==> config.mk <==
export PLATFORM = sky130hd
export DESIGN_NAME = divider_seq
export DESIGN_NICKNAME = d
export VERILOG_FILES = /design/src/rtl/divider_seq.sv
export SDC_FILE = /design/constraint.sdc
export NUM_CORES = 1
export LEC_CHECK = 0
export BUFFER_PORTS_ARGS = -buffer_cell sky130_fd_sc_hd__buf_2
export CAP_MARGIN = 10
export CELL_PAD_IN_SITES_DETAIL_PLACEMENT = 1
export CELL_PAD_IN_SITES_GLOBAL_PLACEMENT = 1
export CORE_MARGIN = 3
export CORE_UTILIZATION = 40
export CTS_BUF_LIST = sky130_fd_sc_hd__clkbuf_4 sky130_fd_sc_hd__clkbuf_8 sky130_fd_sc_hd__clkbuf_16
export CTS_CLUSTER_SIZE = 20
export DETAILED_ROUTE_END_ITERATION = 10
export GPL_ROUTABILITY_DRIVEN = 1
export PLACE_DENSITY = 0.81
export SETUP_SLACK_MARGIN = 0.1
export SYNTH_ARGS = -nofsm -noshare
export SYNTH_HDL_FRONTEND = slang
export SYNTH_SLANG_ARGS = --single-unit
==> constraint.sdc <==
create_clock -name clk -period 8.8 [get_ports clk]
set_input_delay 1.32 -clock clk [delete_from_list [all_inputs] [get_ports clk]]
set_output_delay 1.32 -clock clk [all_outputs]
set_load 0.05 [all_outputs]
==> src/rtl/divider_seq.sv <==
// Sequential restoring divider: signed or unsigned, one quotient bit per clock.
// Fixed latency of WIDTH+2 edges from accepted start to the done pulse.
module divider_seq #(
  parameter int unsigned WIDTH = 32
) (
  input  logic             clk,
  input  logic             rst_n,
  input  logic             start,
  input  logic             is_signed,
  input  logic [WIDTH-1:0] dividend,
  input  logic [WIDTH-1:0] divisor,
  output logic             busy,
  output logic             done,
  output logic [WIDTH-1:0] quotient,
  output logic [WIDTH-1:0] remainder,
  output logic             div_by_zero
);

  localparam int unsigned CW = $clog2(WIDTH);
  localparam logic [CW-1:0] LAST = CW'(WIDTH - 1);

  typedef enum logic [1:0] {IDLE, CALC, FIN} state_t;

  state_t          state;
  logic [CW-1:0]   cnt;
  logic [WIDTH-1:0] rem;
  logic [WIDTH-1:0] quo;
  logic [WIDTH-1:0] dvs;
  logic            q_neg;
  logic            r_neg;
  logic            zero_dvs;

  logic            dvd_sign;
  logic            dvs_sign;
  logic [WIDTH-1:0] dvd_mag;
  logic [WIDTH-1:0] dvs_mag;
  logic [WIDTH:0]  shifted;
  logic [WIDTH:0]  trial;

  always_comb begin
    dvd_sign = is_signed & dividend[WIDTH-1];
    dvs_sign = is_signed & divisor[WIDTH-1];
    dvd_mag  = dvd_sign ? (~dividend + 1'b1) : dividend;
    dvs_mag  = dvs_sign ? (~divisor + 1'b1) : divisor;
    // The partial remainder is widened by one bit so that operands at or
    // above 2^(WIDTH-1) cannot overflow the trial subtraction.
    shifted  = {rem, quo[WIDTH-1]};
    trial    = shifted - {1'b0, dvs};
  end

  always_ff @(posedge clk or negedge rst_n) begin
    if (!rst_n) begin
      state       <= IDLE;
      cnt         <= '0;
      rem         <= '0;
      quo         <= '0;
      dvs         <= '0;
      q_neg       <= 1'b0;
      r_neg       <= 1'b0;
      zero_dvs    <= 1'b0;
      busy        <= 1'b0;
      done        <= 1'b0;
      quotient    <= '0;
      remainder   <= '0;
      div_by_zero <= 1'b0;
    end else begin
      unique case (state)
        IDLE: begin
          done <= 1'b0;
          if (start) begin
            rem      <= '0;
            quo      <= dvd_mag;
            dvs      <= dvs_mag;
            q_neg    <= dvd_sign ^ dvs_sign;
            r_neg    <= dvd_sign;
            zero_dvs <= (divisor == '0);
            cnt      <= '0;
            busy     <= 1'b1;
            state    <= CALC;
          end
        end
        CALC: begin
          if (!trial[WIDTH]) begin
            rem <= trial[WIDTH-1:0];
          end else begin
            rem <= shifted[WIDTH-1:0];
          end
          quo <= {quo[WIDTH-2:0], ~trial[WIDTH]};
          if (cnt == LAST) begin
            state <= FIN;
          end else begin
            cnt <= cnt + 1'b1;
          end
        end
        FIN: begin
          // With a zero divisor the loop leaves |dividend| in rem, so the
          // usual sign fix-up restores the dividend exactly as sampled.
          quotient    <= zero_dvs ? '1 : (q_neg ? (~quo + 1'b1) : quo);
          remainder   <= r_neg ? (~rem + 1'b1) : rem;
          div_by_zero <= zero_dvs;
          done        <= 1'b1;
          busy        <= 1'b0;
          state       <= IDLE;
        end
        default: begin
          state <= IDLE;
          busy  <= 1'b0;
          done  <= 1'b0;
        end
      endcase
    end
  end

endmodule

==> impl_metrics.py, run 1 <==
metrics = {
    "grt": {
        "grt_max_degree": 107,
        "grt_pass1_wl_mm": 55.3,
        "grt_pass1_vias": 10200,
        "track_usage": 0.224,
        "antenna_found_initial": 0,
        "gr-total-overflow": 0,
    },
    "cells_and_area": {
        "stdcell_area_sq_um": 12600,
        "final_core_util": 0.466,
        "post_route_cells_drive_above_1_share": 0.147,
        "fin_nets": 1489,
        "layout_common_cells": "dfrtp_1, nand2_1, o21ai_0",
        "area_growth_pct": 13.9,
        "final_common_cell": "dfrtp_1",
        "antennaDiodeCount": 0,
    },
    "synth": {
        "yosys.area_share.xor_xnor": 0.117,
        "seq_area_frac_synth": 0.390,
        "synth_edf_count": 0,
        "yosys_warnings": 0,
        "synthTopCellsByArea": "dfrtp_1, xor2_1, o21ai_0",
        "post_synth_and_or_nand_nor_area_fraction": 0.162,
        "synthCells": 1281,
        "synth_ff_type": "dfrtp_1",
        "synthArstFlopShare": 1.00,
        "muxShareOfSynthArea": 0.0319,
        "syn_nets": 1388,
        "post-synth-top-area-cell": "dfrtp_1",
        "post-synth-top-area-fraction": 0.390,
        "synth_area_sq_um": 11100,
        "synth_top_family_by_area": "compound AO/OA/AOI/OAI gates",
        "synthAdderAreaFrac": 0.0447,
        "yosysUniqueCellTypes": 70,
        "yosys_register_bits": 173,
        "synth_compound_area_frac": 0.211,
        "syn_avg_cell_area_sq_um": 8.66,
    },
    "place": {
        "port_buffers": 134,
        "place_ws_ps": 4620,
        "dpl.hpwl_mm": 24.7,
        "gp_congestion": 0.857,
        "place_area_sq_um": 12000,
    },
    "timing": {
        "finalHoldViolations": 0,
        "drv_slew": 0,
        "max_slew_margin": 0.213,
        "finalCriticalPeriod_ps": 4310,
        "finalSetupViolCount": 0,
        "fmax_mhz": 232,
        "finClkSkew_ps": 11.8,
        "finalCritPeriodShare": 0.490,
        "finalSetupTns_ps": 0,
        "worst_slack_ps": 4490,
        "rsz0062_at_grt": "no",
        "worst_pin_slew_ps": 1180,
    },
    "status": {
        "status": "complete, no violations",
    },
    "die": {
        "start_util": 0.409,
        "dieArea_sq_um": 29800,
        "die_width_microns": 173,
        "die_h_microns": 173,
        "core_sq_um": 27100,
        "rows": 60,
        "pin_count": 135,
    },
    "worst_setup_path": {
        "crit_type": "reg -> reg",
        "end_kind": "flop",
        "crit_chain": "inv_1, ha_1, fa_1, nor2b_1, o2111ai_1, a311oi_2, o21ai_2, a211o_1, nand4_1, buf_4, mux2i_1, o21ai_1",
        "cpPeakStageDelay_ps": 810,
        "cp_data_arrival_time_ps": 4610,
        "worstPathRequired_ps": 9100,
        "path_max_fanout": 18,
        "critPathLaunchType": "flop",
        "crit_path_top_delay_cell": "nand4_1",
    },
    "power": {
        "power_density_nw_per_um2": 461,
        "finalPower_w": 0.00582,
        "ir_worst_vdd_mv": 0.183,
        "p_leak_nw": 5.67,
    },
    "clock_tree": {
        "clk_pin_slew_ps": 80,
        "numCtsBuffers": 17,
        "clock-sinks": 173,
        "insertion_delay_ps": 430,
        "cts_root_buf": "clkbuf_16",
        "cts_buffer_depth": 2,
        "htree_levels": 4,
        "cts_resized": 0,
        "hold_buffers": 0,
        "cts_tree": "built",
        "post_cts_buffers": 0,
    },
    "detailed_routing": {
        "vias": 9901,
        "post-route-drc-count": 0,
        "postRouteWirelength_mm": 33.6,
        "drt_iter0_markers": 652,
        "ant_nets": 0,
        "dr.pass1.iters": 7,
        "routed_via_density": 5.60,
        "drt-wirelength-per-cell_microns": 19.0,
    },
    "min_path": {
        "hp-class": "reg -> reg",
    },
    "flow_run": {
        "max_cap_violations": 0,
    },
}
[registers in the layout, summed over array words and instances (netlist names), 2 cells and up]
name	count
cnt	5
dvs	32
quo	32
quotient	32
rem	32
remainder	32
state	2
[cells in the mapped netlist, drive strengths merged, types with 13 or more instances]
master,number
a21oi,93
a22oi,23
a31oi,13
clkbuf,51
dfrtp,173
ha,38
inv,51
mux2i,32
nand2,163
nand2b,15
nor2,97
nor3,21
o21ai,171
o31ai,25
o41ai,16
or4,13
xnor2,60
xor2,88
[layer usage]
layer  part of all wire  global-route usage  wire length, microns  vias up
met3              0.041              0.0285                  1380       29
met1               0.49               0.328                 16500     4903
met5                  0                   0                     0        -
met2               0.46               0.360                 15500      244
met4             0.0090              0.0449                   301        0
li1                   -                   -                     -     4725
[through the flow]
step / instances / hold WS (ps)
6_report: 1767 / 465
2_1_floorplan: 1281 / 449
4_1_cts: 1767 / 469
3_3_place_gp: 1735 / 447
3_5_place_dp: 1735 / 452
5_1_grt: 1767 / 506
[kinds of logic after synthesis]
group | Yosys count
AOI/OAI and AO/OA | 389
and+or+nand+nor | 383
DFF | 173
xor gates and xnor gates | 148
buffers and inverters | 114
adders and majority gates | 39
muxes | 35
[worst max-delay path: cells and delay by family, from the launching register on]
family                     cells  cell delay, ps
AOI/OAI and AO/OA              5            1270
and+or+nand+nor                2            1030
adders and majority gates      2             670
buffers and inverters          2             540
DFF                            1             370
muxes                          1             290
[where the power goes]
part / internal [W] / switching [W]
Clock: 0.000410 / 0.000358
Sequential: 0.00115 / 0.000454
Combinational: 0.00134 / 0.00211
Total: 0.00290 / 0.00292
[final timing paths]
check                       startpoint            end  slack, ps  depth (start not counted)
setup / recovery               quo[31]        rem[18]       4490                         12
hold / removal             quotient[0]    quotient[0]        470                          2
setup reg to reg               quo[31]        rem[18]       4490                         12
hold reg to reg            quotient[0]    quotient[0]        470                          2
max in group asynchronous        rst_n  remainder[17]       6220                          2
min in group asynchronous        rst_n  remainder[11]       1010                          1
[cell type report]
cell class | count | area [sq um]
Inverter | 51 | 191
Tap cell | 372 | 465
Timing Repair Buffer | 145 | 759
Clock buffer | 18 | 439
Sequential cell | 173 | 4330
Fill cell | 3240 | 14500
Clock inverter | 14 | 149
Multi-Input combinational cell | 994 | 6300
(Power assumes the default switching activity.)
==> inputs of run 2 (changes only) <==
--- a/config.mk
+++ b/config.mk
@@ -15,7 +15,7 @@
 export CTS_CLUSTER_SIZE = 20
 export DETAILED_ROUTE_END_ITERATION = 10
 export GPL_ROUTABILITY_DRIVEN = 1
-export PLACE_DENSITY = 0.81
+export PLACE_DENSITY = 0.84
 export SETUP_SLACK_MARGIN = 0.1
 export SYNTH_ARGS = -nofsm -noshare
 export SYNTH_HDL_FRONTEND = slang
==> constraint.sdc (replaced) <==
create_clock -name clk -period 3.96 [get_ports clk]
set_input_delay 0.594 -clock clk [delete_from_list [all_inputs] [get_ports clk]]
set_output_delay 0.594 -clock clk [all_outputs]
set_load 0.05 [all_outputs]
==> impl_metrics.py, run 2 (synthesis gave the netlist of run 1 again) <==
metrics = {
    "status": {
        "status": "complete, no violations",
    },
    "die": {
        "die_h_microns": 173,
        "pin_count": 135,
        "rows": 60,
        "start_util": 0.409,
        "core_sq_um": 27100,
        "die_width_microns": 173,
        "dieArea_sq_um": 29800,
    },
    "cells_and_area": {
        "post_route_cells_drive_above_1_share": 0.150,
        "area_growth_pct": 14.5,
        "final_common_cell": "dfrtp_1",
        "fin_nets": 1494,
        "layout_common_cells": "dfrtp_1, nand2_1, o21ai_0",
        "antennaDiodeCount": 0,
        "fillCellCount": 3262,
    },
    "timing": {
        "fmax_mhz": 279,
        "finalSetupViolCount": 0,
        "finalHoldViolations": 0,
        "finClkSkew_ps": 9.00,
        "max_slew_margin": 0.197,
        "finalSetupTns_ps": 0,
        "drv_slew": 0,
        "rsz0062_at_grt": "no",
        "worst_pin_slew_ps": 1200,
        "finalCritPeriodShare": 0.904,
        "finalCriticalPeriod_ps": 3580,
        "fin_worst_hold_slack_ps": 257,
    },
    "grt": {
        "gr-total-overflow": 0,
        "grt_pass1_wl_mm": 55.3,
        "antenna_found_initial": 0,
        "grt_pass1_vias": 10300,
        "track_usage": 0.226,
        "grt_max_degree": 97,
    },
    "clock_tree": {
        "htree_levels": 4,
        "cts_buffer_depth": 2,
        "cts_tree": "built",
        "numCtsBuffers": 17,
        "clock-sinks": 173,
        "clk_pin_slew_ps": 70,
        "hold_buffers": 0,
        "post_cts_buffers": 0,
        "insertion_delay_ps": 440,
        "cts_resized": 0,
        "cts_root_buf": "clkbuf_16",
    },
    "worst_setup_path": {
        "end_kind": "flop",
        "critPathLaunchType": "flop",
        "cp_data_arrival_time_ps": 3880,
        "path_max_fanout": 10,
        "rrSetupSlack_ps": 380,
        "r2r-start": "quo[31]",
        "worstPathRequired_ps": 4260,
        "crit_type": "reg -> reg",
        "crit_end": "rem[7]",
        "r2r_cells": 12,
        "worstSetupStartpoint": "quo[31]",
        "r2r_end": "rem[7]",
    },
    "detailed_routing": {
        "routed_via_density": 5.63,
        "post-route-drc-count": 0,
        "dr.pass1.iters": 6,
        "drt-wirelength-per-cell_microns": 19.1,
        "ant_nets": 0,
        "vias": 9973,
        "drt_iter0_markers": 627,
        "postRouteWirelength_mm": 33.9,
    },
    "place": {
        "port_buffers": 134,
        "dpl.hpwl_mm": 24.5,
        "gp_congestion": 0.848,
    },
    "power": {
        "p_leak_nw": 5.71,
        "ir_worst_vdd_mv": 0.458,
        "power_density_nw_per_um2": 1030,
    },
    "min_path": {
        "hp-class": "in -> async",
    },
    "flow_run": {
        "max_cap_violations": 0,
    },
}
-- run 2: cell types whose count changed in the layout (fill, tap and decap cells not counted) --
| cell | delta |
|---|---|
| clkbuf_8 | -1 |
| nor2b_2 | +1 |
| inv_6 | +1 |
| inv_8 | -2 |
| nor2b_4 | -1 |
| bufinv_16 | +2 |
| buf_4 | +4 |
| clkinv_4 | -2 |
| buf_12 | +1 |
| clkbuf_4 | +1 |
| clkinv_2 | +1 |
-- run 2: cell type report --
class | instances | area [sq um] | share of cell area
Clock buffer | 18 | 433 | 0.0341
Clock inverter | 14 | 183 | 0.0144
Inverter | 51 | 191 | 0.0151
Multi-Input combinational cell | 994 | 6290 | 0.495
Sequential cell | 173 | 4330 | 0.341
Tap cell | 372 | 465 | 0.0366
Timing Repair Buffer | 150 | 810 | 0.0637
-- run 2: worst min path at each step --
stage	from	endpoint	slack [ps]
final	rst_n	remainder[11]	260
after global routing	rst_n	remainder[9]	340
after CTS	rst_n	remainder[17]	300
after detailed placement	quotient[0]	quotient[0]	450
after global placement	quotient[0]	quotient[0]	450
after floorplan	rst_n	busy	300
-- run 2: per-layer routing --
metal	global-route usage	wire, microns
met1	0.321	16400
met2	0.358	15300
met3	0.0336	1490
met4	0.0669	671
met5	0	0
-- run 2: power breakdown --
| part | total (W) | switching, W | internal (W) |
|---|---|---|---|
| logic | 0.00774 | 0.00475 | 0.00299 |
| clock network | 0.00181 | 0.000790 | 0.00102 |
| registers | 0.00355 | 0.000996 | 0.00256 |
-- run 2: through the flow --
stage,worst slack [ps],std cells,instance area [sq um],utilization,power [W]
2_1_floorplan,1070,1281,11100,-,0.00928
3_3_place_gp,731,1740,12100,0.446,0.0107
3_5_place_dp,512,1740,12100,0.446,0.0111
4_1_cts,411,1772,12700,0.469,0.0131
5_1_grt,224,1772,12700,0.469,0.0141
6_report,381,1772,12700,0.469,0.0131
-- run 2: worst max-delay path, cell delays in order (launching register included) --
cell,delay [ps]
dfrtp_1,350
inv_1,100
ha_1,250
fa_1,420
nor2b_1,180
o2111ai_1,230
a311oi_2,500
o21ai_2,150
a211o_1,310
nand4_1,260
buf_4,290
mux2i_1,270
o21ai_1,120
==> inputs of run 3 (changes only) <==
--- a/config.mk
+++ b/config.mk
@@ -15,7 +15,7 @@
 export CTS_CLUSTER_SIZE = 20
 export DETAILED_ROUTE_END_ITERATION = 10
 export GPL_ROUTABILITY_DRIVEN = 1
-export PLACE_DENSITY = 0.84
+export PLACE_DENSITY_LB_ADDON = 0.25
 export SETUP_SLACK_MARGIN = 0.1
 export SYNTH_ARGS = -nofsm -noshare
 export SYNTH_HDL_FRONTEND = slang
==> impl_metrics.py, run 3 (synthesis gave the netlist of run 1 again) <==
metrics = {
    "grt": {
        "grt_pass1_vias": 9985,
        "antenna_found_initial": 0,
        "grt_max_degree": 82,
        "gr-total-overflow": 0,
        "grt_pass1_wl_mm": 54.5,
        "track_usage": 0.223,
    },
    "worst_setup_path": {
        "crit_chain": "inv_1, ha_1, fa_1, nor2b_1, o2111ai_1, a311oi_2, o21ai_2, a211o_1, nand4_1, buf_4, mux2_1, o22ai_1",
        "rrSetupSlack_ps": 520,
        "cpPeakStageDelay_ps": 440,
        "r2r_cells": 12,
        "crit_path_top_delay_cell": "a311oi_2",
        "cp_data_arrival_time_ps": 3790,
        "end_kind": "flop",
        "critPathLaunchType": "flop",
        "worstPathRequired_ps": 4320,
        "path_max_fanout": 21,
        "crit_type": "reg -> reg",
    },
    "die": {
        "die_width_microns": 173,
        "rows": 60,
        "pin_count": 135,
        "dieArea_sq_um": 29800,
        "die_h_microns": 173,
        "core_sq_um": 27100,
        "start_util": 0.409,
    },
    "clock_tree": {
        "cts_tree": "built",
        "cts_resized": 0,
        "numCtsBuffers": 17,
        "clk_pin_slew_ps": 80,
        "hold_buffers": 0,
        "post_cts_buffers": 0,
        "cts_buffer_depth": 2,
        "cts_root_buf": "clkbuf_16",
        "htree_levels": 4,
        "insertion_delay_ps": 440,
        "clock-sinks": 173,
    },
    "timing": {
        "fmax_mhz": 291,
        "finalCritPeriodShare": 0.868,
        "finClkSkew_ps": 14.3,
        "drv_slew": 0,
        "fin_worst_hold_slack_ps": 193,
        "rsz0062_at_grt": "no",
        "finalCriticalPeriod_ps": 3440,
        "max_slew_margin": 0.248,
        "finalSetupViolCount": 0,
        "worst_pin_slew_ps": 1130,
        "finalSetupTns_ps": 0,
        "finalHoldViolations": 0,
    },
    "power": {
        "ir_worst_vdd_mv": 0.498,
        "p_leak_nw": 5.74,
        "power_density_nw_per_um2": 1020,
    },
    "detailed_routing": {
        "ant_nets": 0,
        "postRouteWirelength_mm": 33.3,
        "routed_via_density": 5.52,
        "vias": 9796,
        "dr.pass1.iters": 5,
        "drt-wirelength-per-cell_microns": 18.8,
        "post-route-drc-count": 0,
        "drt_iter0_markers": 602,
    },
    "cells_and_area": {
        "fin_nets": 1497,
        "layout_common_cells": "dfrtp_1, nand2_1, o21ai_0",
        "area_growth_pct": 15.1,
        "post_route_cells_drive_above_1_share": 0.152,
        "antennaDiodeCount": 0,
        "final_common_cell": "dfrtp_1",
        "final_core_util": 0.471,
    },
    "place": {
        "gp_congestion": 0.849,
        "port_buffers": 134,
        "dpl.hpwl_mm": 24.7,
    },
    "flow_run": {
        "max_cap_violations": 0,
    },
    "min_path": {
        "hp-class": "in -> async",
    },
    "status": {
        "status": "complete, no violations",
    },
}
[run 3: final timing paths]
path,startpoint,endpoint
worst max-delay path,quo[31],rem[1]
worst min-delay path,rst_n,remainder[10]
worst max register to register,quo[31],rem[1]
worst min register to register,remainder[12],remainder[12]
max in group asynchronous,rst_n,dvs[27]
min in group clk,divisor[25],dvs[25]
[run 3: per-stage QoR]
step | cell area, sq um | power, W | std cells | setup slack, ps
2_1_floorplan | 11100 | 0.00928 | 1281 | 1070
3_3_place_gp | 12100 | 0.0108 | 1742 | 689
3_5_place_dp | 12100 | 0.0111 | 1742 | 585
4_1_cts | 12700 | 0.0130 | 1774 | 554
5_1_grt | 12800 | 0.0141 | 1775 | 298
6_report | 12800 | 0.0130 | 1775 | 522
[run 3: cell type report]
type                            count  area, sq um
Fill cell                        3207        14300
Multi-Input combinational cell    994         6290
Sequential cell                   173         4330
Timing Repair Buffer              153          845
Tap cell                          372          465
Clock buffer                       17          425
Clock inverter                     15          218
Inverter                           51          191
[run 3: critical path, delay by kind of cell (launching register included)]
kind,cells,cell delay [ps]
AOI/OAI and AO/OA,5,1250
adders and majority gates,2,660
buffers and inverters,2,410
muxes,1,370
DFF,1,350
and+or+nand+nor,2,300
[run 3: routing by layer]
layer,wire (microns),GRT usage
met1,16800,0.332
met2,14800,0.344
met4,297,0.0449
met5,0,0
met3,1440,0.0344
[run 3: power breakdown]
part           internal, W  switching [W]  total [W]  leakage, nW
Combinational      0.00300        0.00463    0.00763         3.21
Clock             0.000982       0.000851    0.00183        0.311
Sequential         0.00256        0.00101    0.00357         2.21
